[config.mk]
export PLATFORM = sky130hd
export DESIGN_NAME = collision_stage_controller
export DESIGN_NICKNAME = d
export VERILOG_FILES = /design/src/rtl/collision_pkg.sv /design/src/rtl/frame_hit_counter.sv /design/src/rtl/collision_stage_controller.sv
export SDC_FILE = /design/constraint.sdc
export NUM_CORES = 1
export LEC_CHECK = 0
export CORE_ASPECT_RATIO = 0.8
export CORE_MARGIN = 2
export CORE_UTILIZATION = 60
export DETAILED_ROUTE_END_ITERATION = 10
export DONT_BUFFER_PORTS = 1
export PLACE_DENSITY = 0.84
export SYNTH_ARGS = -nofsm -noshare
export SYNTH_HDL_FRONTEND = slang
export SYNTH_HIERARCHICAL = 1
export SYNTH_SLANG_ARGS = --single-unit
[constraint.sdc]
create_clock -name clk_25MHz -period 6.9 [get_ports clk_25MHz]
set_input_delay 1.035 -clock clk_25MHz [delete_from_list [all_inputs] [get_ports clk_25MHz]]
set_output_delay 1.035 -clock clk_25MHz [all_outputs]
set_load 0.01 [all_outputs]
[src/rtl/collision_pkg.sv]
// Shared stage encoding and default tuning constants for the collision stage controller.
package collision_pkg;

  typedef enum logic [2:0] {
    ST_START  = 3'd0,
    ST_STAGE1 = 3'd1,
    ST_STAGE2 = 3'd2,
    ST_STAGE3 = 3'd3,
    ST_ENDING = 3'd4
  } stage_t;

  localparam int NUM_STAGES              = 5;
  localparam int DEFAULT_PIXEL_THRESHOLD = 50;
  localparam int DEFAULT_CNT_W           = 10;
  localparam int DEFAULT_HOLD_FRAMES     = 3;

  // Bit i of the result is the enable for stage code i.
  function automatic logic [NUM_STAGES-1:0] stage_onehot(input stage_t s);
    logic [NUM_STAGES-1:0] oh;
    oh = '0;
    case (s)
      ST_START:  oh = 5'b00001;
      ST_STAGE1: oh = 5'b00010;
      ST_STAGE2: oh = 5'b00100;
      ST_STAGE3: oh = 5'b01000;
      ST_ENDING: oh = 5'b10000;
      default:   oh = '0;
    endcase
    return oh;
  endfunction

endpackage

[src/rtl/frame_hit_counter.sv]
// Per-frame detected-pixel counter with threshold test and consecutive-hit-frame hold.
module frame_hit_counter
  import collision_pkg::*;
#(
  parameter int PIXEL_THRESHOLD = DEFAULT_PIXEL_THRESHOLD,
  parameter int CNT_W           = DEFAULT_CNT_W,
  parameter int HOLD_FRAMES     = DEFAULT_HOLD_FRAMES
) (
  input  logic clk_25MHz,
  input  logic reset,
  input  logic frame_tick,
  input  logic sel_det,
  input  logic clear,
  input  logic count_en,
  output logic advance
);

  localparam logic [CNT_W-1:0] CNT_MAX  = '1;
  localparam logic [4:0]       HOLD_TGT = 5'(HOLD_FRAMES);

  if (PIXEL_THRESHOLD > (2 ** CNT_W) - 1) begin : g_threshold_unreachable
    $error("PIXEL_THRESHOLD exceeds the hit counter range; no frame can ever hit");
  end
  if (HOLD_FRAMES < 1 || HOLD_FRAMES > 15) begin : g_hold_range
    $error("HOLD_FRAMES must be in 1..15");
  end

  logic [CNT_W-1:0] hit_cnt;
  logic [3:0]       hold_cnt;
  logic             frame_hit;
  logic             hold_met;

  // A threshold wider than the counter compares as never reached.
  assign frame_hit = (32'(hit_cnt) >= 32'(PIXEL_THRESHOLD));
  assign hold_met  = (({1'b0, hold_cnt} + 5'd1) == HOLD_TGT);
  assign advance   = frame_tick & count_en & frame_hit & hold_met;

  always_ff @(posedge clk_25MHz or posedge reset) begin
    if (reset) begin
      hit_cnt  <= '0;
      hold_cnt <= '0;
    end else if (clear) begin
      hit_cnt  <= '0;
      hold_cnt <= '0;
    end else if (!count_en) begin
      hit_cnt  <= '0;
    end else if (frame_tick) begin
      hit_cnt  <= {{(CNT_W-1){1'b0}}, sel_det};
      hold_cnt <= frame_hit ? hold_cnt + 4'd1 : 4'd0;
    end else if (sel_det && hit_cnt != CNT_MAX) begin
      hit_cnt  <= hit_cnt + 1'b1;
    end
  end

endmodule

[src/rtl/collision_stage_controller.sv]
// Game stage sequencer: selects the active detector input, drives one-hot collision enables
// and advances START..ENDING on sustained hits. Optional macro: COLLISION_LOCKOUT_EN.
module collision_stage_controller
  import collision_pkg::*;
#(
  parameter int PIXEL_THRESHOLD = DEFAULT_PIXEL_THRESHOLD,
  parameter int CNT_W           = DEFAULT_CNT_W,
  parameter int HOLD_FRAMES     = DEFAULT_HOLD_FRAMES
) (
  input  logic       clk_25MHz,
  input  logic       reset,
  input  logic       frame_tick,
  input  logic       collision_detected,
  input  logic       collision_detected1,
  input  logic       collision_detected2,
  input  logic       collision_detected3,
  input  logic       collision_detected_ending,
  output logic       collision_en_start,
  output logic       collision_en1,
  output logic       collision_en2,
  output logic       collision_en3,
  output logic       collision_en_ending,
  output logic [2:0] stage,
  output logic       stage_changed,
  output logic       game_done
);

  stage_t                stage_q;
  stage_t                stage_next;
  logic [NUM_STAGES-1:0] en_q;
  logic                  sel_det;
  logic                  advance;
  logic                  count_en;
  logic                  lockout_next;

`ifdef COLLISION_LOCKOUT_EN
  logic lockout;

  // The frame after an advance is ignored: the detector is still flushing the old stage.
  assign lockout_next = advance | (lockout & ~frame_tick);
  assign count_en     = ~lockout;

  always_ff @(posedge clk_25MHz or posedge reset) begin
    if (reset) lockout <= 1'b0;
    else       lockout <= lockout_next;
  end
`else
  assign lockout_next = 1'b0;
  assign count_en     = 1'b1;
`endif

  always_comb begin
    sel_det = 1'b0;
    case (stage_q)
      ST_START:  sel_det = collision_detected;
      ST_STAGE1: sel_det = collision_detected1;
      ST_STAGE2: sel_det = collision_detected2;
      ST_STAGE3: sel_det = collision_detected3;
      ST_ENDING: sel_det = collision_detected_ending;
      default:   sel_det = 1'b0;
    endcase
  end

  frame_hit_counter #(
    .PIXEL_THRESHOLD(PIXEL_THRESHOLD),
    .CNT_W          (CNT_W),
    .HOLD_FRAMES    (HOLD_FRAMES)
  ) u_counter (
    .clk_25MHz (clk_25MHz),
    .reset     (reset),
    .frame_tick(frame_tick),
    .sel_det   (sel_det),
    .clear     (advance),
    .count_en  (count_en),
    .advance   (advance)
  );

  always_comb begin
    stage_next = stage_q;
    case (stage_q)
      ST_START:  if (advance) stage_next = ST_STAGE1;
      ST_STAGE1: if (advance) stage_next = ST_STAGE2;
      ST_STAGE2: if (advance) stage_next = ST_STAGE3;
      ST_STAGE3: if (advance) stage_next = ST_ENDING;
      ST_ENDING: if (advance) stage_next = ST_START;
      default:   stage_next = ST_START;
    endcase
  end

  // Enables are decoded from the next stage so they change in the same cycle as stage.
  always_ff @(posedge clk_25MHz or posedge reset) begin
    if (reset) begin
      stage_q       <= ST_START;
      en_q          <= 5'b00001;
      stage_changed <= 1'b0;
      game_done     <= 1'b0;
    end else begin
      stage_q       <= stage_next;
      en_q          <= lockout_next ? '0 : stage_onehot(stage_next);
      stage_changed <= (stage_next != stage_q);
      game_done     <= advance & (stage_q == ST_ENDING);
    end
  end

  assign stage               = stage_q;
  assign collision_en_start  = en_q[0];
  assign collision_en1       = en_q[1];
  assign collision_en2       = en_q[2];
  assign collision_en3       = en_q[3];
  assign collision_en_ending = en_q[4];

endmodule

==> results of run 1 <==
==> layout make-up <==
| class | count | area [sq um] |
|---|---|---|
| fillers | 166 | 741 |
| multi-input cells | 101 | 676 |
| flip-flops and latches | 24 | 602 |
| well taps | 25 | 31.3 |
| clock inverters | 1 | 30.0 |
| clock buffers | 3 | 22.5 |
| inverters | 5 | 18.8 |
==> worst paths after layout <==
path,startpoint,endpoint,slack [ps],cells past startpoint
hold reg to reg,u_counter/hold_cnt[3]$_DFFE_PP0P_,u_counter/hold_cnt[3]$_DFFE_PP0P_,560,2
max in group asynchronous,reset,u_counter/hit_cnt[8]$_DFFE_PP0P_,5920,1
setup reg to reg,u_counter/hit_cnt[0]$_DFFE_PP0P_,u_counter/hit_cnt[5]$_DFFE_PP0P_,3990,9
hold / removal,reset,en_q[2]$_DFF_PP0_,540,1
min in group clk_25MHz,u_counter/hold_cnt[3]$_DFFE_PP0P_,u_counter/hold_cnt[3]$_DFFE_PP0P_,560,2
setup / recovery,u_counter/hit_cnt[0]$_DFFE_PP0P_,u_counter/hit_cnt[5]$_DFFE_PP0P_,3990,9
==> placed cells by master (no fill, tap or decap), types with 2 or more instances in the layout <==
master    count
nand2_1       8
nor2_1        9
nor3_1        7
mux2i_1       2
nand2b_1      4
a31oi_1       2
and4_1        2
and3_1        2
dfrtp_1      23
ha_1          4
or3_1         2
xor2_1        3
conb_1        4
nand3_1       5
nand3b_1      2
a211oi_1      2
nand4_1       2
or4_1         4
inv_1         5
clkbuf_4      3
nand4b_1      2
o21ai_0       8
a21oi_1       7
o211ai_1      2
==> registers in the layout (all words and copies together), names as in the netlist <==
| name | count |
|---|---|
| en_q | 5 |
| game_done | 1 |
| stage | 3 |
| stage_changed | 1 |
| u_counter/hit_cnt | 10 |
| u_counter/hold_cnt | 4 |
==> stage by stage <==
stage | instances | setup slack [ps] | util (%) | total power, uW
floorplan | 135 | 4370 | - | 154
global placement | 155 | 4120 | 62.6 | 155
detailed placement | 155 | 3980 | 62.6 | 155
CTS | 159 | 4010 | 65.1 | 258
global route | 159 | 3810 | 65.1 | 267
finish | 159 | 3990 | 65.1 | 255
==> kinds of logic after synthesis <==
logic type / count (synthesis) / share of synthesized area, %
AO/OA/AOI/OAI: 29 / 15.2
XOR/XNOR: 4 / 2.63
adder cells (fa/ha/maj): 4 / 3.76
buffers and inverters: 10 / 4.89
flip-flops: 24 / 45.2
multiplexers: 2 / 1.50
other: 1 / 0.282
AND/OR/NAND/NOR: 58 / 26.5
==> worst register-to-register path, delay by kind of cell, from the launching register on <==
family | cells | cell delay (ps)
AND/OR/NAND/NOR | 6 | 1910
flip-flops | 1 | 380
AO/OA/AOI/OAI | 1 | 300
adder cells (fa/ha/maj) | 1 | 190
buffers and inverters | 1 | 80
==> metal layers <==
| layer | share of wire [%] | global-route usage [%] | routed length, um |
|---|---|---|---|
| met1 | 45 | 30.6 | 1100 |
| met2 | 48 | 32.1 | 1170 |
| met3 | 5.8 | 7.02 | 142 |
| met4 | 1.8 | 9.05 | 44 |
| met5 | 0 | 0 | 0 |
==> power groups by stage <==
stage	logic [uW]	registers (uW)	clock network, uW
final	10.3	142	102
after global routing	12.3	143	112
after CTS	10.3	142	105
after detailed placement	10.2	145	0
after global placement	9.79	145	0
after floorplan	8.68	145	0
==> run metrics, run 1 <==
I/O pin cnt=18; status=finished clean; synthesized netlist cell count=around 130; vias in the first global route=roughly 890; total global-route track usage=between 20% and 30%; Iter 0 DRT Violations=25; Cell Rows=15; final instance area=1380 sq um; share of layout cells above drive strength 1=a little over a tenth; die area=2610 sq um; Commonest cells post-synth=dfrtp_1 (23), nor2_1 (9), nand2_1 (8), o21ai_0 (8); Skew-Pair Late Insertion Delay=approximately 320 ps; Yosys cell types=between 40 and 50; worst slew pin tran=1120 ps; Clock Tree Buf Depth=2; # hold bufs at CTS=0; Clock Power Share=40.0%; area leader, netlist=dfrtp_1; Resize count post-CTS=0; WP data required=7170 ps; Clock Skews=~3.7 ps; Hold WS=538 ps; count leader, synth=dfrtp_1; synthesized cell area=1330 sq um; Max Freq=0.344 GHz; worst vdd ir=~200 uV; net switching fraction of the power=20.2%; H-tree levels=1; CTS Sinks=24; routability cong.=~0.9; worst-path fanout max=12; Cell Chain, Critical Path=inv_1 > ha_1 > or4_1 > a31oi_2 > nor3_1 > nand2b_1 > or2_0 > or4_1 > nand2_1; largest net degree at the start of global routing=15; Lkg Pwr=0.000595 uW; HPWL Detailed=around 1.7 mm; Seq pwr share=55.9%; setup_tns=0 ps; Critical Path Source Type=flip-flop; Worst path max stage delay=510 ps; sum of buffers and inverters on the critical path=1; ANT nets after route=0; max_cap viols=0; DRC errors left=0; antenna violations before repair=0; top_reg_cell synth=dfrtp_1; vias=1000; Slew Limit Fails=0; post-synth top area share=43.2%; via/cell ratio=6.29; Slew headroom=24.7%; Avg Cell Area, Syn=10.1 sq um; Worst path most repeated cell=or4_1; core area=2120 sq um; final wirelength=between 2 and 2.5 mm; placed cell areas=1330 sq um; final number of setup-violating endpoints=0; DR WL/cell=roughly 15 um; worst setup path class=reg2reg; yosys warns=6; clock-pin slew on the worst setup and hold paths=130 ps; Psw=51.3 uW; Die H=46.1 um; total grt overflow=0; Final Hold Fails=0; ys async rst share=100%; minimum clock period=about 2900 ps; HP Class=in2async; PwrDens=184 nW/um^2; RSZ-0062 raised after global routing=false; Buffers on Ports=0; Worst setup EP type=flip-flop; cell family with most CP delay=simple AND/OR/NAND/NOR gates; CP max-delay cell=or4_1; Final period util=roughly 42%; ranking of synthesized cells by area=dfrtp_1 (43%), ha_1 (3.8%), o21ai_0 (3.0%), a21oi_1 (2.6%), nor3_1 (2.6%); Yosys reg bits=24; Initial Util=62.8%; clock root buffer=clkbuf_4; die span in x=around 57 um; nets=147; Comb power frac=4.0%; crit path DAT=around 3200 ps; sequential fraction of the synthesis area=45.2%; CTS tree=done; EDFF count, synth=0; post-CTS setup buffers=0; first-pass GRT wire length=4.22 mm; internal power=203 uW; drt pass-1 iters=4; # diodes=0; P&R area growth vs syn=3.67%; CTS Buf Count=3
(Power assumes the default switching activity.)
==> run 2: changes to the inputs <==
Clock period 6.9 ns to 2.75 ns, I/O delays scaled along.
==> run 2 against run 1 <==
Net effect: flip-flop and latch count unchanged; design area is 1.8% higher; worst setup slack worse by 3800 ps; fmax up 14%.
==> run metrics, run 2 (same netlist as run 1, synthesis figures left out) <==
crit path DAT=2800 ps (-380 ps); via/cell ratio=6.31 (+0.31%); Critical Path Source Type=flip-flop; Cell Rows=15 (unchanged); vias=1022 (+2.2%); Clock Skews=1.87 ps (-1.87 ps); first-pass GRT wire length=4.64 mm (+9.8%); Iter 0 DRT Violations=44 (+76%); Max Freq=0.391 GHz (+14%); status=finished clean; max_cap viols=0 (unchanged); Slew headroom=60.6% (+36 points); Buffers on Ports=0 (unchanged); Lkg Pwr=0.000609 uW (+2.4%); clock root buffer=clkbuf_4; DR WL/cell=16.7 um (+8.6%); CTS Buf Count=3 (unchanged); WP data required=3000 ps (-4170 ps); max FFs per register=10 (unchanged); Slew Limit Fails=0 (unchanged); final number of setup-violating endpoints=0 (unchanged); core area=2120 sq um (unchanged); Final Hold Fails=0 (unchanged); # diodes=0 (unchanged); worst setup path class=reg2reg; P&R area growth vs syn=5.55%; Skew-Pair Late Insertion Delay=320 ps (about the same); worst r2r dst=u_counter/hold_cnt[3]$_DFFE_PP0P_; drt pass-1 iters=4 (unchanged); Top reg by flops=u_counter/hit_cnt; final wirelength=2.71 mm (+11%); Setup WS pre-CTS=255 ps (-3720 ps); Reg2Reg Setup Slack=200 ps (-3800 ps); share of layout cells above drive strength 1=11.7% (+1.2 points); PwrDens=458 nW/um^2 (+150%); DRC errors left=0 (unchanged); vias in the first global route=997 (+12%); path depth of the worst reg2reg path=9 (unchanged); fin util=66.3% (+1.2 points); clock-pin slew on the worst setup and hold paths=130 ps (about the same); total grt overflow=0 (unchanged); die area=2610 sq um (unchanged); HPWL Detailed=1.92 mm (+10%); R2R Path Start=u_counter/hit_cnt[0]$_DFFE_PP0P_; CTS Sinks=24 (unchanged); worst slew pin tran=590 ps (-530 ps); HP Class=in2async; setup_tns=0 ps (unchanged); final worst slack=195 ps (-3800 ps); ANT nets after route=0 (unchanged); RSZ-0062 raised after global routing=false; worst vdd ir=523 uV (+160%); Regs by FF count=u_counter/hit_cnt x10, en_q x5, u_counter/hold_cnt x4; Final period util=92.9% (+51 points); leading cell type in the layout, fill and taps excluded=dfrtp_1; Clock Tree Buf Depth=2 (unchanged); worst-path fanout max=11 (-1); routability cong.=0.824 (-7.0%); Initial Util=62.8% (unchanged); CTS tree=done; I/O pin cnt=18 (unchanged); largest net degree at the start of global routing=15 (unchanged); H-tree levels=1 (unchanged); antenna violations before repair=0 (unchanged); minimum clock period=2550 ps (-351 ps); Worst setup EP type=flip-flop; total global-route track usage=23.8% (+1.9 points); die span in x=56.7 um (unchanged); Die H=46.1 um (unchanged); nets=150 (+2.0%); commonest non-fill, non-tap cells in the layout=dfrtp_1 (23), nor2_1 (9), nand2_1 (8), o21ai_0 (8)
[run 2: final cells by class]
type	instances	area [sq um]
Clock buffer	3	22.5
Clock inverter	1	30.0
Fill cell	157	716
Inverter	5	18.8
Multi-Input combinational cell	101	676
Sequential cell	24	602
Tap cell	25	31.3
Timing Repair Buffer	3	25.0
[run 2: repair_timing]
item | in CTS | in global routing
endpoints found under the hold margin | 9 | 0
buffers inserted | 0 | 0
hold buffers | 1 | 0
resized for setup | 0 | 0
[run 2: metal layers]
| layer | part of all wire (%) | track usage, % | up-vias | routed length [um] |
|---|---|---|---|---|
| met5 | 0 | 0 | - | 0 |
| met3 | 4.1 | 6.74 | 2 | 110 |
| met2 | 53 | 43.0 | 24 | 1440 |
| li1 | - | - | 486 | - |
| met4 | 0.37 | 6.19 | 0 | 10 |
| met1 | 42 | 28.8 | 510 | 1150 |
[run 2: how the worst max path moves through the flow]
stage,to,cells past startpoint,slack (ps),from
after CTS,u_counter/hold_cnt[3]$_DFFE_PP0P_,9,210,u_counter/hit_cnt[0]$_DFFE_PP0P_
final,u_counter/hold_cnt[3]$_DFFE_PP0P_,9,200,u_counter/hit_cnt[0]$_DFFE_PP0P_
after global placement,u_counter/hold_cnt[3]$_DFFE_PP0P_,9,330,u_counter/hit_cnt[0]$_DFFE_PP0P_
after global routing,u_counter/hit_cnt[5]$_DFFE_PP0P_,9,40,u_counter/hit_cnt[0]$_DFFE_PP0P_
after floorplan,u_counter/hit_cnt[5]$_DFFE_PP0P_,10,220,u_counter/hit_cnt[0]$_DFFE_PP0P_
after detailed placement,u_counter/hold_cnt[3]$_DFFE_PP0P_,9,260,u_counter/hit_cnt[0]$_DFFE_PP0P_
[run 2: report_power, final]
part           switching, uW  leakage [uW]  internal, uW
logic                   19.7      0.000262          9.17
registers               2.46      0.000320           355
clock network            109     0.0000279           147
[run 2: worst max-delay path, cell delays in order, from the launching register on]
cell and delay (ps):
dfrtp_1 390, inv_1 80, ha_1 190, or4_1 480
a31oi_2 270, nor3_1 120, buf_4 180, nand3b_1 190
or4_1 490, o211ai_1 90
[run 2: metrics by stage]
step / total power (uW) / area [sq um] / hold WS, ps / std cells
finish: 643 / 1410 / 22.2 / 162
global route: 664 / 1410 / 49.1 / 162
CTS: 647 / 1410 / 24.3 / 162
detailed placement: 391 / 1340 / 293 / 157
global placement: 390 / 1340 / 283 / 157
floorplan: 385 / 1340 / 252 / 135
